--- src/rtl/vending_core_multi.sv ---
// vending_core_multi: parametrised vending-machine controller core.
//   Accumulates coin credit up to MAX_CREDIT, latches an item from a packed
//   price table and vends on confirm. Change or a refund is paid out one coin
//   at a time, largest first, with DISP_GAP cycles between coin-return pulses.
// Optional feature macro: VEND_STOCK_EN
//   When defined, the core keeps one stock counter per item. Confirming an
//   empty item raises led_soldout_o, and restock_i reloads every counter.
//   When undefined, led_soldout_o is tied low and restock_i is ignored.
// Ports:
//   clk_i, rst_ni                 clock; asynchronous active-low reset
//   sw_item_i                     item select, sampled only in SELECT
//   coin_50_i/coin_25_i/coin_10_i one-cycle coin pulses
//   confirm_i, cancel_i           one-cycle finalise/acknowledge and abort pulses
//   restock_i                     one-cycle stock reload pulse
//   credit_o, price_o, change_o   credit so far, price of latched item, change owed
//   state_o                       SELECT=0 COLLECT=1 VEND=2 PAYOUT=3 DONE=4
//   led_purchase_o/led_insuff_o/led_soldout_o  status LEDs
//   coin_reject_o, vend_o         one-cycle pulses
//   ret_50_o/ret_25_o/ret_10_o/ret_5_o  one-cycle coin-return pulses
module vending_core_multi #(
   parameter int unsigned NUM_ITEMS  = 4,
   parameter int unsigned CREDIT_W   = 8,
   parameter logic [NUM_ITEMS*CREDIT_W-1:0] PRICES = {8'd135, 8'd100, 8'd75, 8'd50},
   parameter int unsigned MAX_CREDIT = 200,
   parameter int unsigned DISP_GAP   = 4,
   parameter int unsigned STOCK_W    = 4,
   parameter int unsigned STOCK_INIT = 9,
   localparam int unsigned ItemW     = $clog2(NUM_ITEMS)
) (
   input  logic                clk_i,
   input  logic                rst_ni,
   input  logic [ItemW-1:0]    sw_item_i,
   input  logic                coin_50_i,
   input  logic                coin_25_i,
   input  logic                coin_10_i,
   input  logic                confirm_i,
   input  logic                cancel_i,
   input  logic                restock_i,
   output logic [CREDIT_W-1:0] credit_o,
   output logic [CREDIT_W-1:0] price_o,
   output logic [CREDIT_W-1:0] change_o,
   output logic [2:0]          state_o,
   output logic                led_purchase_o,
   output logic                led_insuff_o,
   output logic                led_soldout_o,
   output logic                coin_reject_o,
   output logic                vend_o,
   output logic                ret_50_o,
   output logic                ret_25_o,
   output logic                ret_10_o,
   output logic                ret_5_o
);

   localparam int unsigned GapW = $clog2(DISP_GAP);
   localparam logic [CREDIT_W:0] MaxCred = (CREDIT_W+1)'(MAX_CREDIT);

   typedef enum logic [2:0] {
      StSelect  = 3'd0,
      StCollect = 3'd1,
      StVend    = 3'd2,
      StPayout  = 3'd3,
      StDone    = 3'd4
   } state_e;

   state_e              state_q, state_d;
   logic [ItemW-1:0]    item_q, item_d;
   logic [CREDIT_W-1:0] credit_q, credit_d;
   logic [CREDIT_W-1:0] change_q, change_d;
   logic [GapW-1:0]     gap_q, gap_d;
   logic                purchase_q, purchase_d;
   logic                insuff_q, insuff_d;
   logic                soldout_q, soldout_d;
   logic                reject_q, reject_d;
   logic                vend_q, vend_d;
   logic [3:0]          ret_q, ret_d;  // {50, 25, 10, 5}

   logic [CREDIT_W-1:0] price_w, coin_val, pay_val;
   logic [CREDIT_W:0]   credit_sum;
   logic                coin_any, coin_ok, stock_empty;

   assign price_w = PRICES[int'(item_q)*CREDIT_W +: CREDIT_W];

   // Simultaneous coins: only the most valuable one is counted.
   always_comb begin
      coin_val = '0;
      if (coin_50_i)      coin_val = CREDIT_W'(50);
      else if (coin_25_i) coin_val = CREDIT_W'(25);
      else if (coin_10_i) coin_val = CREDIT_W'(10);
   end

   assign coin_any   = coin_50_i | coin_25_i | coin_10_i;
   assign credit_sum = {1'b0, credit_q} + {1'b0, coin_val};
   assign coin_ok    = coin_any && (credit_sum <= MaxCred);

   // Greedy coin choice; change is always a multiple of 5.
   always_comb begin
      if (change_q >= CREDIT_W'(50))      pay_val = CREDIT_W'(50);
      else if (change_q >= CREDIT_W'(25)) pay_val = CREDIT_W'(25);
      else if (change_q >= CREDIT_W'(10)) pay_val = CREDIT_W'(10);
      else                                pay_val = CREDIT_W'(5);
   end

`ifdef VEND_STOCK_EN
   logic [STOCK_W-1:0] stock_q [NUM_ITEMS];
   logic [STOCK_W-1:0] stock_d [NUM_ITEMS];
   assign stock_empty = (stock_q[item_q] == '0);
`else
   logic unused_restock;
   assign unused_restock = restock_i;
   assign stock_empty    = 1'b0;
`endif

   always_comb begin
      state_d    = state_q;
      item_d     = item_q;
      credit_d   = credit_q;
      change_d   = change_q;
      gap_d      = gap_q;
      purchase_d = purchase_q;
      insuff_d   = insuff_q;
      soldout_d  = soldout_q;
      reject_d   = 1'b0;
      vend_d     = 1'b0;
      ret_d      = 4'b0000;
`ifdef VEND_STOCK_EN
      stock_d    = stock_q;
`endif
      unique case (state_q)
         StSelect: begin
            item_d = sw_item_i;
            if (coin_any) begin
               insuff_d  = 1'b0;
               soldout_d = 1'b0;
               if (coin_ok) begin
                  credit_d = credit_sum[CREDIT_W-1:0];
                  state_d  = StCollect;
               end else begin
                  reject_d = 1'b1;
               end
            end else if (confirm_i) begin
               insuff_d = 1'b1;
            end
         end
         StCollect: begin
            if (cancel_i) begin
               change_d  = credit_q;
               credit_d  = '0;
               insuff_d  = 1'b0;
               soldout_d = 1'b0;
               gap_d     = '0;
               state_d   = StPayout;
            end else if (coin_any) begin
               insuff_d  = 1'b0;
               soldout_d = 1'b0;
               if (coin_ok) credit_d = credit_sum[CREDIT_W-1:0];
               else         reject_d = 1'b1;
            end else if (confirm_i) begin
               // Sold-out takes precedence over the credit check.
               if (stock_empty)              soldout_d = 1'b1;
               else if (credit_q >= price_w) state_d   = StVend;
               else                          insuff_d  = 1'b1;
            end
         end
         StVend: begin
            vend_d     = 1'b1;
            purchase_d = 1'b1;
            change_d   = credit_q - price_w;
            credit_d   = '0;
            gap_d      = '0;
            reject_d   = coin_any;
            state_d    = StPayout;
`ifdef VEND_STOCK_EN
            stock_d[item_q] = stock_q[item_q] - 1'b1;
`endif
         end
         StPayout: begin
            reject_d = coin_any;
            if (change_q == '0) begin
               state_d = purchase_q ? StDone : StSelect;
            end else if (gap_q == '0) begin
               ret_d    = {pay_val == CREDIT_W'(50), pay_val == CREDIT_W'(25),
                           pay_val == CREDIT_W'(10), pay_val == CREDIT_W'(5)};
               change_d = change_q - pay_val;
               gap_d    = GapW'(DISP_GAP - 1);
            end else begin
               gap_d = gap_q - 1'b1;
            end
         end
         StDone: begin
            reject_d = coin_any;
            if (confirm_i) begin
               purchase_d = 1'b0;
               state_d    = StSelect;
            end
         end
         default: state_d = StSelect;
      endcase
`ifdef VEND_STOCK_EN
      if (restock_i) begin
         for (int i = 0; i < NUM_ITEMS; i++) stock_d[i] = STOCK_W'(STOCK_INIT);
         soldout_d = 1'b0;
      end
`endif
   end

   always_ff @(posedge clk_i or negedge rst_ni) begin
      if (!rst_ni) begin
         state_q    <= StSelect;
         item_q     <= '0;
         credit_q   <= '0;
         change_q   <= '0;
         gap_q      <= '0;
         purchase_q <= 1'b0;
         insuff_q   <= 1'b0;
         soldout_q  <= 1'b0;
         reject_q   <= 1'b0;
         vend_q     <= 1'b0;
         ret_q      <= 4'b0000;
      end else begin
         state_q    <= state_d;
         item_q     <= item_d;
         credit_q   <= credit_d;
         change_q   <= change_d;
         gap_q      <= gap_d;
         purchase_q <= purchase_d;
         insuff_q   <= insuff_d;
         soldout_q  <= soldout_d;
         reject_q   <= reject_d;
         vend_q     <= vend_d;
         ret_q      <= ret_d;
      end
   end

`ifdef VEND_STOCK_EN
   always_ff @(posedge clk_i or negedge rst_ni) begin
      if (!rst_ni) begin
         for (int i = 0; i < NUM_ITEMS; i++) stock_q[i] <= STOCK_W'(STOCK_INIT);
      end else begin
         stock_q <= stock_d;
      end
   end
`endif

   assign credit_o       = credit_q;
   assign price_o        = price_w;
   assign change_o       = change_q;
   assign state_o        = state_q;
   assign led_purchase_o = purchase_q;
   assign led_insuff_o   = insuff_q;
   assign led_soldout_o  = soldout_q;
   assign coin_reject_o  = reject_q;
   assign vend_o         = vend_q;
   assign {ret_50_o, ret_25_o, ret_10_o, ret_5_o} = ret_q;

endmodule

--- config.mk ---
export PLATFORM = sky130hd
export DESIGN_NAME = vending_core_multi
export DESIGN_NICKNAME = d
export VERILOG_FILES = /design/src/rtl/vending_core_multi.sv
export SDC_FILE = /design/constraint.sdc
export NUM_CORES = 1
export LEC_CHECK = 0
export BUFFER_PORTS_ARGS = -buffer_cell sky130_fd_sc_hd__buf_2
export CAP_MARGIN = 15
export CORE_ASPECT_RATIO = 0.8
export CORE_MARGIN = 8
export CORE_UTILIZATION = 50
export DETAILED_ROUTE_END_ITERATION = 12
export PLACE_DENSITY_LB_ADDON = 0.2
export SLEW_MARGIN = 30
export SYNTH_ARGS = -nofsm -noshare
export SYNTH_HDL_FRONTEND = slang
export SYNTH_SLANG_ARGS = --single-unit
--- constraint.sdc ---
create_clock -name clk_i -period 4.1 [get_ports clk_i]
set_input_delay 0.82 -clock clk_i [delete_from_list [all_inputs] [get_ports clk_i]]
set_output_delay 0.82 -clock clk_i [all_outputs]
set_load 0.02 [all_outputs]
==> run_results.csv, run 1 <==
group,metric,value,unit
clock_network,cts_resized,0,
floorplanning,io_pins,46,
critical_path,path_delay_family,"simple AND/OR/NAND/NOR gates",
logic_synthesis,ys_warn_count,0,
detailed_routing,wl_met3,329,um
cells_and_area,nNetsFinal,391,
critical_path,r2r_cells,12,
critical_path,arrival,3.75,ns
clock_network,cts_made_buffers,5,
clock_network,clk_latency,0.30,ns
detailed_routing,top_layer,"met4",
clock_network,cts_buffer_depth,2,
logic_synthesis,synth_edf_count,0,
detailed_routing,dr_wl_met2,2.76,mm
critical_path,cp_data_required_time,4.31,ns
critical_path,crit_buf_inv,1,
floorplanning,die_h,80.6,um
grt,grt_pass1_wl,11.4,mm
cells_and_area,nFillCells,480,
critical_path,reg2reg_to,"change_o[6]",
sta,worstMarginPinSlew,0.919,ns
sta,post-route-period-util,0.863,
cells_and_area,layout-drive-gt1-share,0.172,
logic_synthesis,syn_avg_cell_area,8.40,um2
clock_network,cts_sinks,32,
place,numPortBuffers,44,
logic_synthesis,async_flop_share,1.00,
sta,rsz0062_at_grt,"false",
place,place_hpwl,4.99,mm
detailed_routing,post_drt_wl_per_cell,15.5,um
detailed_routing,dr.pass1.iters,4,
logic_synthesis,synth_top_area_frac,0.307,
min_path,hold_end,"gap_q[1]",
critical_path,startpoint_type,"flop",
detailed_routing,ant_nets,0,
logic_synthesis,syn-num-nets,348,
detailed_routing,vias,2404,
sta,finalSetupViolCount,0,
sta,whs,0.481,ns
logic_synthesis,synth_common_cells,"nand2_1 (33), nor2_1 (33), dfrtp_1 (32), ha_1 (24), o21ai_0 (21)",
critical_path,worstSetupPathType,"flop to flop",
floorplanning,rows,23,
sta,max_freq,283,MHz
floorplanning,die_w,96.8,um
status,status,"finished, final reports clean",
flow_run,max_cap_violations,0,
logic_synthesis,synthFlopType,"dfrtp_1",
detailed_routing,m1WireLength,3.29,mm
min_path,min_path_type,"flop to flop",
logic_synthesis,synthDistinctLibCells,51,
critical_path,reg2reg_from,"change_o[6]",
detailed_routing,via_per_inst,5.76,
clock_network,root_buffer,"clkbuf_8",
grt,grt_max_degree,33,
sta,hold_viol,0,
detailed_routing,drt_wl_total,6.46,mm
grt,grt_overflow,0,
sta,maxSlewHeadroom,0.382,
critical_path,cp_slowest_cell,"nor4_1",
grt,track_usage,0.176,
critical_path,crit_path_cell_trace,"nor4_1 > nand2_1 > nand2_1 > ha_1 > inv_1 > fa_1 > a21o_1 > a21oi_1 > o21ai_0 > or4_1 > o311a_1 > o31ai_1",
logic_synthesis,synth_area_leaders,"dfrtp_1 (31%), ha_1 (11%), nand2_1 (4.7%)",
cells_and_area,synthToLayoutAreaGrowth,14.2,%
floorplanning,dieArea,7810,um2
sta,tns,0,ns
logic_synthesis,ys_ff_latch,32,
clock_network,tritoncts,"done",
logic_synthesis,yosysTopAreaCell,"dfrtp_1",
cells_and_area,multiInputGateArea,1670,um2
critical_path,cpMostUsedCell,"nand2_1",
min_path,whs_path_depth,2,
logic_synthesis,synth_cells,311,
grt,antenna_found_initial,0,
floorplanning,start_util,0.519,
detailed_routing,drc,0,
cells_and_area,diodes,0,
sta,min_period,3.54,ns
min_path,hp-start,"gap_q[1]",
logic_synthesis,syn_area,2610,um2
clock_network,htreeDepth,2,
sta,finClkSkew,0.0134,ns
critical_path,r2r_setup_slack,0.56,ns
critical_path,slowest_delay,0.54,ns
floorplanning,core,5040,um2
logic_synthesis,ys_seq_area_frac,0.307,
clock_network,path_clk_slew,0.08,ns
place,gp_congestion,0.848,
detailed_routing,drt_iter0_markers,169,
critical_path,cp-end-kind,"flop",
clock_network,cts_hold_buf,0,
cells_and_area,seq_area,801,um2
sta,maxSlewViolCount,0,
grt,grt_pass1_vias,2344,
critical_path,crit_fanout,7,
clock_network,post_cts_buffers,0,
==> stage by stage <==
stage | setup slack (ns) | util | cell area [um2] | cells
global route | 0.267 | 0.592 | 2980 | 417
global placement | 0.504 | 0.567 | 2860 | 409
floorplan | 0.841 | - | 2610 | 311
CTS | 0.602 | 0.592 | 2980 | 417
finish | 0.563 | 0.592 | 2980 | 417
detailed placement | 0.497 | 0.567 | 2860 | 409
==> placed cells by master, fill, tap and decap left out, types with 3 or more instances in the layout <==
cell,n
nand2_1,33
nor4_1,4
xor2_1,4
a22o_1,5
ha_1,24
dfrtp_1,32
xnor2_1,4
nand2b_1,5
clkbuf_8,7
nand3_1,9
nand4_1,3
inv_1,19
o21ai_0,21
o31ai_1,5
a21oi_1,18
nand3b_1,3
o211ai_1,5
o21a_1,7
nor3_1,12
a211oi_1,4
nor2b_1,6
and2_1,3
buf_2,44
fa_1,3
mux2i_1,3
nor2_1,33
o311a_1,4
a21o_1,7
==> worst max-delay path by stage <==
stage               cells past startpoint        start  slack [ns]          end
floorplan                               9    coin_25_i        0.84  credit_o[1]
global placement                       12    coin_25_i        0.50  credit_o[1]
detailed placement                     12    coin_25_i        0.50  credit_o[1]
CTS                                    12  change_o[6]        0.60  change_o[6]
global route                           12  change_o[6]        0.27  change_o[6]
finish                                 12  change_o[6]        0.56  change_o[6]
==> cell families (layout without fill, tap and decap cells) <==
kind of cell | after synthesis | in the layout | share of synthesized area
AO/OA/AOI/OAI | 91 | 91 | 0.236
multiplexers | 3 | 3 | 0.0115
flip-flops | 32 | 32 | 0.307
buffers and inverters | 29 | 73 | 0.0537
adder cells (fa/ha/maj) | 27 | 27 | 0.138
AND/OR/NAND/NOR | 121 | 121 | 0.227
XOR/XNOR | 8 | 8 | 0.0268
==> layer usage <==
layer,vias up,GRT usage
met3,6,0.0463
li1,1209,-
met4,0,0.0613
met1,1145,0.234
met2,44,0.272
met5,-,0
==> area by class of cell <==
class | instances | share of cell area
clock inverters | 1 | 0.0101
inverters | 19 | 0.0239
repair buffers | 46 | 0.0789
multi-input cells | 250 | 0.560
flip-flops and latches | 32 | 0.269
clock buffers | 7 | 0.0323
well taps | 62 | 0.0260
==> flip-flops by register name, summed over array words and instances (netlist names) <==
register	flops
credit_o	8
item_q	2
gap_q	2
state_o	3
led_insuff_o	1
ret_q	4
vend_o	1
change_o	8
coin_reject_o	1
led_soldout_o	1
led_purchase_o	1
==> worst min-delay path: stages (launching register included) <==
cell     delay (ns)
dfrtp_1        0.34
nand2_1        0.05
o31ai_1        0.05
Power of run 1 is not shown: default switching activity piles up to over one toggle a cycle in this logic, so the estimate is an artifact.
==> inputs of run 2 (changes only) <==
==> constraint.sdc (replaced) <==
create_clock -name clk_i -period 4.6 [get_ports clk_i]
set_input_delay 0.92 -clock clk_i [delete_from_list [all_inputs] [get_ports clk_i]]
set_output_delay 0.92 -clock clk_i [all_outputs]
set_load 0.02 [all_outputs]
==> run_results.csv, run 2 (same netlist as run 1, synthesis figures left out) <==
group,metric,value,unit
grt,gr-max-usage-layer,"met2",
floorplanning,die_w,96.8,um
clock_network,path_clk_slew,0.07,ns
critical_path,cp_data_required_time,4.80,ns
grt,grt_max_degree,33,
grt,grt_pass1_vias,2263,
clock_network,cts_made_buffers,5,
sta,tns,0,ns
critical_path,arrival,3.85,ns
clock_network,cts_buffer_depth,2,
floorplanning,core,5040,um2
detailed_routing,dr.pass1.iters,4,
floorplanning,dieArea,7810,um2
clock_network,cts_sinks,32,
grt,grt_pass1_wl,11.1,mm
detailed_routing,post_drt_wl_per_cell,15.5,um
cells_and_area,final_common_cell,"buf_2",
sta,max_freq,274,MHz
clock_network,tritoncts,"done",
cells_and_area,diodes,0,
clock_network,root_buffer,"clkbuf_8",
status,status,"finished, final reports clean",
grt,use_met2,0.259,
detailed_routing,drc,0,
sta,maxSlewHeadroom,0.466,
cells_and_area,synthToLayoutAreaGrowth,12.5,%
grt,antenna_found_initial,0,
floorplanning,die_h,80.6,um
place,place_hpwl,5.00,mm
clock_network,htreeDepth,2,
critical_path,cp-end-kind,"flop",
place,gp_congestion,0.834,
sta,min_period,3.65,ns
cells_and_area,nNetsFinal,389,
grt,met1_usage,0.234,
grt,grt_overflow,0,
sta,rsz0062_at_grt,"false",
grt,track_usage,0.170,
detailed_routing,drt_iter0_markers,180,
sta,finalSetupViolCount,0,
critical_path,crit_fanout,7,
detailed_routing,drt_wl_total,6.43,mm
min_path,min_path_type,"flop to flop",
cells_and_area,layout-drive-gt1-share,0.170,
place,numPortBuffers,44,
sta,maxSlewViolCount,0,
clock_network,post_cts_buffers,0,
critical_path,startpoint_type,"flop",
detailed_routing,via_per_inst,5.76,
detailed_routing,ant_nets,0,
floorplanning,rows,23,
clock_network,cts_hold_buf,0,
sta,hold_viol,0,
clock_network,clk_latency,0.29,ns
sta,post-route-period-util,0.793,
critical_path,worstSetupPathType,"flop to flop",
clock_network,cts_resized,0,
detailed_routing,vias,2389,
sta,finClkSkew,0.00805,ns
floorplanning,io_pins,46,
flow_run,max_cap_violations,0,
floorplanning,start_util,0.519,
grt,use_met3,0.0411,
sta,worstMarginPinSlew,0.801,ns
cells_and_area,layout_common_cells,"buf_2 (44), nor2_1 (33), nand2_1 (33), dfrtp_1 (32), ha_1 (24)",
run 2: cell count changes in the layout (fill, tap and decap cells not counted):
cell       before  now
clkbuf_8        7    6
nor3_2          0    1
bufinv_16       1    0
clkinv_2        0    2
buf_4           2    0
nor3_1         12   11
run 2: routing by layer:
layer	vias to the layer above	share of wire
li1	1205	-
met1	1125	0.52
met2	52	0.42
met3	7	0.048
met4	0	0.011
met5	-	0
run 2: area by class of cell:
cell class / instances / area [um2]
multi-input cells: 250 / 1680
clock inverters: 2 / 10.0
repair buffers: 44 / 220
clock buffers: 6 / 82.6
inverters: 19 / 71.3
fillers: 467 / 2100
well taps: 62 / 77.6
flip-flops and latches: 32 / 801
run 2: per-stage QoR:
stage | hold WS [ns] | util | setup slack, ns | instances | area (um2)
finish | 0.488 | 0.583 | 0.952 | 415 | 2940
floorplan | 0.448 | - | 1.24 | 311 | 2610
global route | 0.506 | 0.583 | 0.638 | 415 | 2940
global placement | 0.472 | 0.564 | 0.878 | 407 | 2840
CTS | 0.493 | 0.582 | 1.01 | 415 | 2930
detailed placement | 0.477 | 0.564 | 0.850 | 407 | 2840
run 2: path summary, 6_finish.rpt:
kind / from / end / slack (ns) / cells past startpoint
max: change_o[3] / change_o[6] / 0.95 / 13
min: gap_q[1] / gap_q[1] / 0.49 / 2
max reg2reg: change_o[3] / change_o[6] / 0.95 / 13
min reg2reg: gap_q[1] / gap_q[1] / 0.49 / 2
max in group asynchronous: rst_ni / item_q[0] / 3.44 / 1
min in group asynchronous: rst_ni / coin_reject_o / 0.68 / 1
run 2: critical path: stages, from the launching register on:
cell and delay (ns):
dfrtp_1 0.46, o311a_1 0.37, nor3_1 0.44, nand2b_1 0.19, nand2_1 0.11, ha_1 0.17, inv_1 0.06, fa_1 0.42
a21o_1 0.20, a21oi_1 0.21, o21ai_0 0.15, or4_1 0.42, o311a_1 0.14, o31ai_1 0.21
Power of run 2 is left out for the same reason.
